`src/rtl/rr_mux_arbiter.sv`:
```
// Round-robin arbiter feeding an N:1 mux into a registered valid/ready output stage.
// The grant is combinational; the winning word is captured on the grant edge.
module rr_mux_arbiter #(
  parameter int unsigned NUM_REQ = 4,
  parameter int unsigned DATA_W  = 8,
  parameter int unsigned SEL_W   = $clog2(NUM_REQ)
) (
  input  logic                        clk,
  input  logic                        rst,
  input  logic [NUM_REQ-1:0]          req,
  input  logic [NUM_REQ*DATA_W-1:0]   data_in,
  output logic [NUM_REQ-1:0]          gnt,
  output logic                        out_valid,
  output logic [DATA_W-1:0]           out_data,
  output logic [SEL_W-1:0]            out_sel,
  input  logic                        out_ready
);

  localparam int unsigned SW1 = SEL_W + 1;

  typedef enum logic {
    EMPTY = 1'b0,
    FULL  = 1'b1
  } state_t;

  state_t             state, state_next;
  logic [SEL_W-1:0]   ptr, ptr_next, gnt_idx;
  logic [NUM_REQ-1:0] req_rot;
  logic [SW1-1:0]     idx_sum;
  logic               found, cap_ok, grant_ok;

  assign out_valid = (state == FULL);
  assign cap_ok    = (state == EMPTY) || out_ready;

  // Rotate so bit 0 is the requester at ptr; the first set bit wins.
  assign req_rot = NUM_REQ'({req, req} >> ptr);

  always_comb begin
    found   = 1'b0;
    idx_sum = '0;
    for (int unsigned i = 0; i < NUM_REQ; i++) begin
      if (!found && req_rot[i]) begin
        found   = 1'b1;
        idx_sum = {1'b0, ptr} + SW1'(i);
      end
    end
    // Explicit modulo so non-power-of-2 NUM_REQ wraps correctly.
    if (idx_sum >= SW1'(NUM_REQ)) begin
      idx_sum = idx_sum - SW1'(NUM_REQ);
    end
    gnt_idx  = idx_sum[SEL_W-1:0];
    grant_ok = found && cap_ok && !rst;
    gnt      = '0;
    for (int unsigned k = 0; k < NUM_REQ; k++) begin
      gnt[k] = grant_ok && (gnt_idx == SEL_W'(k));
    end
  end

  always_comb begin
    ptr_next   = (gnt_idx == SEL_W'(NUM_REQ - 1)) ? '0 : gnt_idx + 1'b1;
    state_next = state;
    if (grant_ok) begin
      state_next = FULL;
    end else if ((state == FULL) && out_ready) begin
      state_next = EMPTY;
    end
  end

  always_ff @(posedge clk) begin
    if (rst) begin
      state    <= EMPTY;
      out_data <= '0;
      out_sel  <= '0;
      ptr      <= '0;
    end else begin
      state <= state_next;
      if (grant_ok) begin
        out_data <= data_in[gnt_idx*DATA_W +: DATA_W];
        out_sel  <= gnt_idx;
        ptr      <= ptr_next;
      end
    end
  end

endmodule

```
`config.mk`:
```
export PLATFORM = sky130hd
export DESIGN_NAME = rr_mux_arbiter
export DESIGN_NICKNAME = d
export VERILOG_FILES = /design/src/rtl/rr_mux_arbiter.sv
export SDC_FILE = /design/constraint.sdc
export NUM_CORES = 1
export LEC_CHECK = 0
export CAP_MARGIN = 30
export CORE_ASPECT_RATIO = 1.75
export CORE_MARGIN = 2
export CORE_UTILIZATION = 35
export CTS_CLUSTER_DIAMETER = 200
export DETAILED_ROUTE_END_ITERATION = 16
export PLACE_DENSITY_LB_ADDON = 0.3
export SYNTH_ARGS = -nofsm -noshare
export SYNTH_HDL_FRONTEND = slang
export SYNTH_SLANG_ARGS = --single-unit
```
`constraint.sdc`:
```
create_clock -name clk -period 2.5 [get_ports clk]
set_input_delay 0.5 -clock clk [delete_from_list [all_inputs] [get_ports clk]]
set_output_delay 0.5 -clock clk [all_outputs]
set_load 0.01 [all_outputs]
```
After elaboration in Yosys (flattened, before gate mapping)
Index checks and enable logic that the tools add are counted.

Register bits: 13.

$add $sub $neg: 5. Order comparisons: 1. Equal/unequal tests: 3. Shift-type cells: 2. Muxes and demuxes: 12. Bitwise operators: 1. Reduce and logical (&&, ||, !) cells: 17.

Operators with widths (count): variable part select 32 x 6 -> 8 bit (1); logical AND 1 bit (10); 2-to-1 mux 3 bit (3); right shift 8 x 2 -> 4 bit (1); adder 2 x 2 -> 3 bit, second input constant (2); 2-to-1 mux 1 bit (6); 2-to-1 mux 2 bit (3); == test 2 bit, second input constant (2); logical NOT 1 bit (4); adder 2 x 1 -> 3 bit, second input constant (1); >= comparator 3 bit, second input constant (1); adder 2 x 1 -> 2 bit, second input constant (1); == test 2 x 1 -> 1 bit, second input constant (1); logical NOT 2 bit (1); nonzero test 2 bit (1); subtractor 2 x 1 -> 2 bit, second input constant (1); logical OR 1 bit (1); inverter 1 bit (1).

Logic depth before layout (Yosys ltp)
Depth after elaboration: 15. Mapped depth: 8.

Worst setup path after synthesis
No wires, ideal clock.

Path kind: input port to output port. Start point: input rst. End point: output gnt[1]. Arrival: 1.426 ns. Required time: 2.000 ns. Path slack: 0.574 ns. Stages: 4. Path buffers: 1. Cell sequence: buf_1 nor3_1 nand2_1 nor2_1.

Cells in the longest elaborated chain, start to end: 3.

Ends and longest elaborated chain: start, declared (RTL line 9) `input logic rst,`; logical NOT 1 bit (RTL line 52) `grant_ok = found && cap_ok && !rst;`; logical AND 1 bit (RTL line 52); logical AND 1 bit (RTL line 55) `gnt[k] = grant_ok && (gnt_idx == SEL_W'(k));`; end, declared (RTL line 12) `output logic [NUM_REQ-1:0] gnt,`.

No other way between the ends.

Worst setup path in the final report
Start point: input req[3]. End point: output gnt[0].

Cells in the longest elaborated chain, start to end: 15. Elaborated cells between the ends (all ways): 22. Classes of those cells: 1 x add/sub; 1 x order compare; 1 x shift; 9 x mux; 10 x reduce/logical.

Ends and longest elaborated chain: start, declared (RTL line 10) `input logic [NUM_REQ-1:0] req,`; right shift 8 x 2 -> 4 bit (*) (RTL line 36) `assign req_rot = NUM_REQ'({req, req} >> ptr);`; 2-to-1 mux 1 bit (RTL line 42) `if (!found && req_rot[i]) begin`; logical NOT 1 bit (RTL line 42); logical AND 1 bit (RTL line 42); 2-to-1 mux 1 bit (RTL line 42); logical NOT 1 bit (RTL line 42); logical AND 1 bit (RTL line 42); 2-to-1 mux 1 bit (RTL line 42); logical NOT 1 bit (RTL line 42); logical AND 1 bit (RTL line 42); 2-to-1 mux 3 bit (RTL line 42); >= comparator 3 bit or subtractor 2 x 1 -> 2 bit (tied branches) (RTL line 48, 49); 2-to-1 mux 2 bit (RTL line 48) `if (idx_sum >= SW1'(NUM_REQ)) begin`; logical NOT 2 bit (RTL line 55); logical AND 1 bit (*) (RTL line 55).

Mark *: on every way between the ends. The rest lies on a longest branch, timed or not.

==> flow_summary.rst <==
.. list-table::
   :header-rows: 1

   * - Metric
     - Value
   * - Outcome
     - completed
   * - Initial DRC Count
     - 10
   * - Post-DP HPWL
     - 2130 um
   * - Final worst path period need
     - 2400 ps
   * - Clk slew on worst S/H paths
     - 50 ps
   * - Detailed-route wire length per cell
     - 14.5 um
   * - Width of the die
     - 40.8 um
   * - Prevailing post-synth register cell
     - dfxtp_1
   * - Final-report hold violation count
     - 0
   * - Worst Path Required
     - 2000 ps
   * - Worst voltage drop across the vdd grid
     - 0.425 mV
   * - Post-synthesis to final-layout area growth
     - 78.4%
   * - All-Layer GR Usage
     - 0.203
   * - Worst setup path category
     - in2out
   * - Synth top cells by count
     - dfxtp_1 (13), inv_1 (11), mux2i_1 (11)
   * - Critical Path Fanout Max
     - 3
   * - Cell-by-cell trace of the critical path
     - clkdlybuf4s50_1 > buf_4 > o21ai_0 > a22o_1 > and3_4 > dlygate4sd2_1
   * - Final setup violation count
     - 0
   * - Buf+Inv Stages, Crit Path
     - 3
   * - Iteration count of the initial detailed-routing pass
     - 4
   * - CP Data Arrival Time
     - 1900 ps
   * - Startpoint kind of the worst setup timing path
     - input pin
   * - Number of diodes
     - 0
   * - Total of flip-flops plus latches after synthesis
     - 13
   * - Largest stage delay, worst path
     - 430 ps
   * - Maxcap violations
     - 0
   * - Number of filler cells placed in the layout
     - 192
   * - Final Max Tran Viols
     - 0
   * - Number of design rule violations left after detail routing
     - 0
   * - Worst hold slack
     - 488 ps
   * - Port Buf Inserts
     - 53
   * - Routability cong.
     - 0.727
   * - Switching part of the total
     - 0.289
   * - Wire length of the first global-routing pass
     - 3800 um
   * - Classification of the worst-slack hold path
     - reg2reg
   * - Total routed wirelength
     - 2570 um
   * - Sequential area share after synthesis
     - 0.314
   * - Part of the total power dissipated in sequential elements
     - 0.350
   * - Initial cell density of the core
     - 0.364
   * - Sink count of the clock tree
     - 13
   * - Ys Warns
     - 0
   * - Post-Syn Instances
     - 88
   * - Final cell count without fillers
     - 177
   * - Nets
     - 192
   * - Fraction of final layout cells sized beyond drive strength 1
     - 0.171
   * - Largest buffer count on any clock path
     - 2
   * - Area share of the largest cell type after synthesis
     - 0.314
   * - Async S/R FF share, synth
     - 0
   * - Inst Count DP
     - 173
   * - Internal power summed over all cells
     - 0.526 mW
   * - Number of enable flip-flop cells after synthesis
     - 0
   * - Post-route ant nets
     - 0
   * - Crit path max-delay cell type
     - clkdlybuf4s50_1
   * - Worst slew margin relative to its limit
     - 0.730
   * - Ratio of final minimum period to clock period
     - 0.959
   * - Std-Cell Core Area
     - 2270 um2
   * - Number of top-level pins
     - 54
   * - Placement-stage cell area
     - 1420 um2
   * - Number of CTS-inserted buffers
     - 3
   * - Library cell occupying the most area in the post-synthesis netlist
     - dfxtp_1
   * - Synth Net Count
     - 127
   * - Switching power
     - 0.214 mW
   * - Setup clock skew after layout
     - 4.68 ps
   * - CTS HTree Levels
     - 1
   * - Distinct cells, synth
     - 30
   * - Leading cell types by total area after synthesis
     - dfxtp_1 (31%), mux2i_1 (13%), o221ai_1 (8.5%)
   * - Top delay family on crit path
     - buffers and inverters
   * - Top-count cell post-synth
     - dfxtp_1
   * - Setup Fix Bufs, Post-CTS
     - 0
   * - Via count of the first global-routing pass
     - 936
   * - Cell at the root of the clock tree
     - clkbuf_8
   * - Maximum number of pins on one net before global-route repair
     - 10
   * - Later-pin clock latency in the skew report
     - 240 ps
   * - Setup repair after global routing missed its margin
     - false
   * - Power Density
     - 501 nW/um2
   * - Static power due to leakage
     - 0.634 nW
   * - Vertical extent of the die
     - 68.4 um
   * - Number of vias in the routed layout
     - 909
   * - Hold buffer count at CTS
     - 0
   * - DIE AREA
     - 2790 um2
   * - Final design instance area without fill
     - 1480 um2
   * - Clock network power share
     - 0.251
   * - Maximum operating frequency
     - 417 MHz
   * - Netlist Area Pre-Place
     - 828 um2
   * - Endpoint kind of the worst setup timing path
     - output port
   * - Row Count
     - 23
   * - Combinational fraction of design power
     - 0.399
   * - Antenna violations before repair
     - 0
   * - Avg Cell Area, Syn
     - 9.41 um2
   * - Clock tree from TritonCTS
     - built
   * - Vias per cell
     - 5.14
   * - Actual slew at the worst max-slew pin
     - 405 ps
   * - Total overflow reported by the global router
     - 0
-- cells by family after synthesis --
logic type / count (synthesis) / synth area share
DFF: 13 / 0.314
AOI/OAI and AO/OA: 27 / 0.263
xor gates and xnor gates: 1 / 0.0106
and+or+nand+nor: 20 / 0.160
muxes: 11 / 0.133
buffers and inverters: 16 / 0.119
-- flip-flops by register name, summed over array words and instances, names as in the netlist --
signal / count
ptr: 2
out_data: 8
out_valid: 1
out_sel: 2
-- placed cells by master (no fill, tap or decap), drive strengths merged, types with 2 or more instances in the layout --
cell           count
dfxtp             13
nor2               9
dlygate4sd2        7
nor3               2
clkbuf             4
a21oi              4
o221ai             8
a211oi             2
nand2              2
o21ai              2
and3               2
mux2i             11
buf               12
a22oi              8
inv               11
clkdlybuf4s50     46
-- final timing paths --
| path | start | end | slack [ps] | cells past startpoint |
|---|---|---|---|---|
| worst max register to register | ptr[1] | out_data[5] | 730 | 6 |
| worst min-delay path | out_valid | out_valid | 490 | 2 |
| worst max-delay path | req[3] | gnt[0] | 100 | 6 |
| worst min register to register | out_valid | out_valid | 490 | 2 |
-- worst reg2reg max path, stage by stage, from the launching register on --
cell and delay (ps):
dfxtp_1 520, o21ai_0 160, a22o_1 220, and3_4 190
buf_4 160, a22oi_1 220, o221ai_1 160
-- metal layers --
layer	up-vias	GRT usage	wire, um
met5	-	0	0
met4	0	0.113	64
met3	6	0.0422	213
met2	46	0.369	1480
met1	400	0.195	808
li1	457	-	-
-- metrics by stage --
step	setup TNS [ps]	total power [mW]	worst slack, ps	util
after global placement	-811	0.551	-251	0.626
final	0	0.740	102	0.650
after floorplan	0	0.411	574	-
after detailed placement	-977	0.559	-289	0.626
after global routing	0	0.773	19.3	0.650
after CTS	0	0.745	72.3	0.650
-- power groups by stage --
stage	Sequential, mW	Combinational [mW]	Clock [mW]
after floorplan	0.266	0.144	0
after global placement	0.261	0.290	0
after detailed placement	0.261	0.298	0
after CTS	0.259	0.298	0.188
after global routing	0.263	0.316	0.193
final	0.259	0.295	0.186
-- what timing repair did --
item / in CTS / in global routing
setup endpoints to repair: 4 / 0
hold endpoints to repair: 0 / 0
gates resized for setup: 11 / 0
-- cell type report --
class	count	area [um2]	area share
Timing Repair Buffer	65	612	0.414
Multi-Input combinational cell	59	488	0.330
Sequential cell	13	260	0.176
Clock buffer	4	45.0	0.0305
Inverter	11	41.3	0.0279
Tap cell	25	31.3	0.0212
No activity file was read; power rests on OpenSTA's default activity.
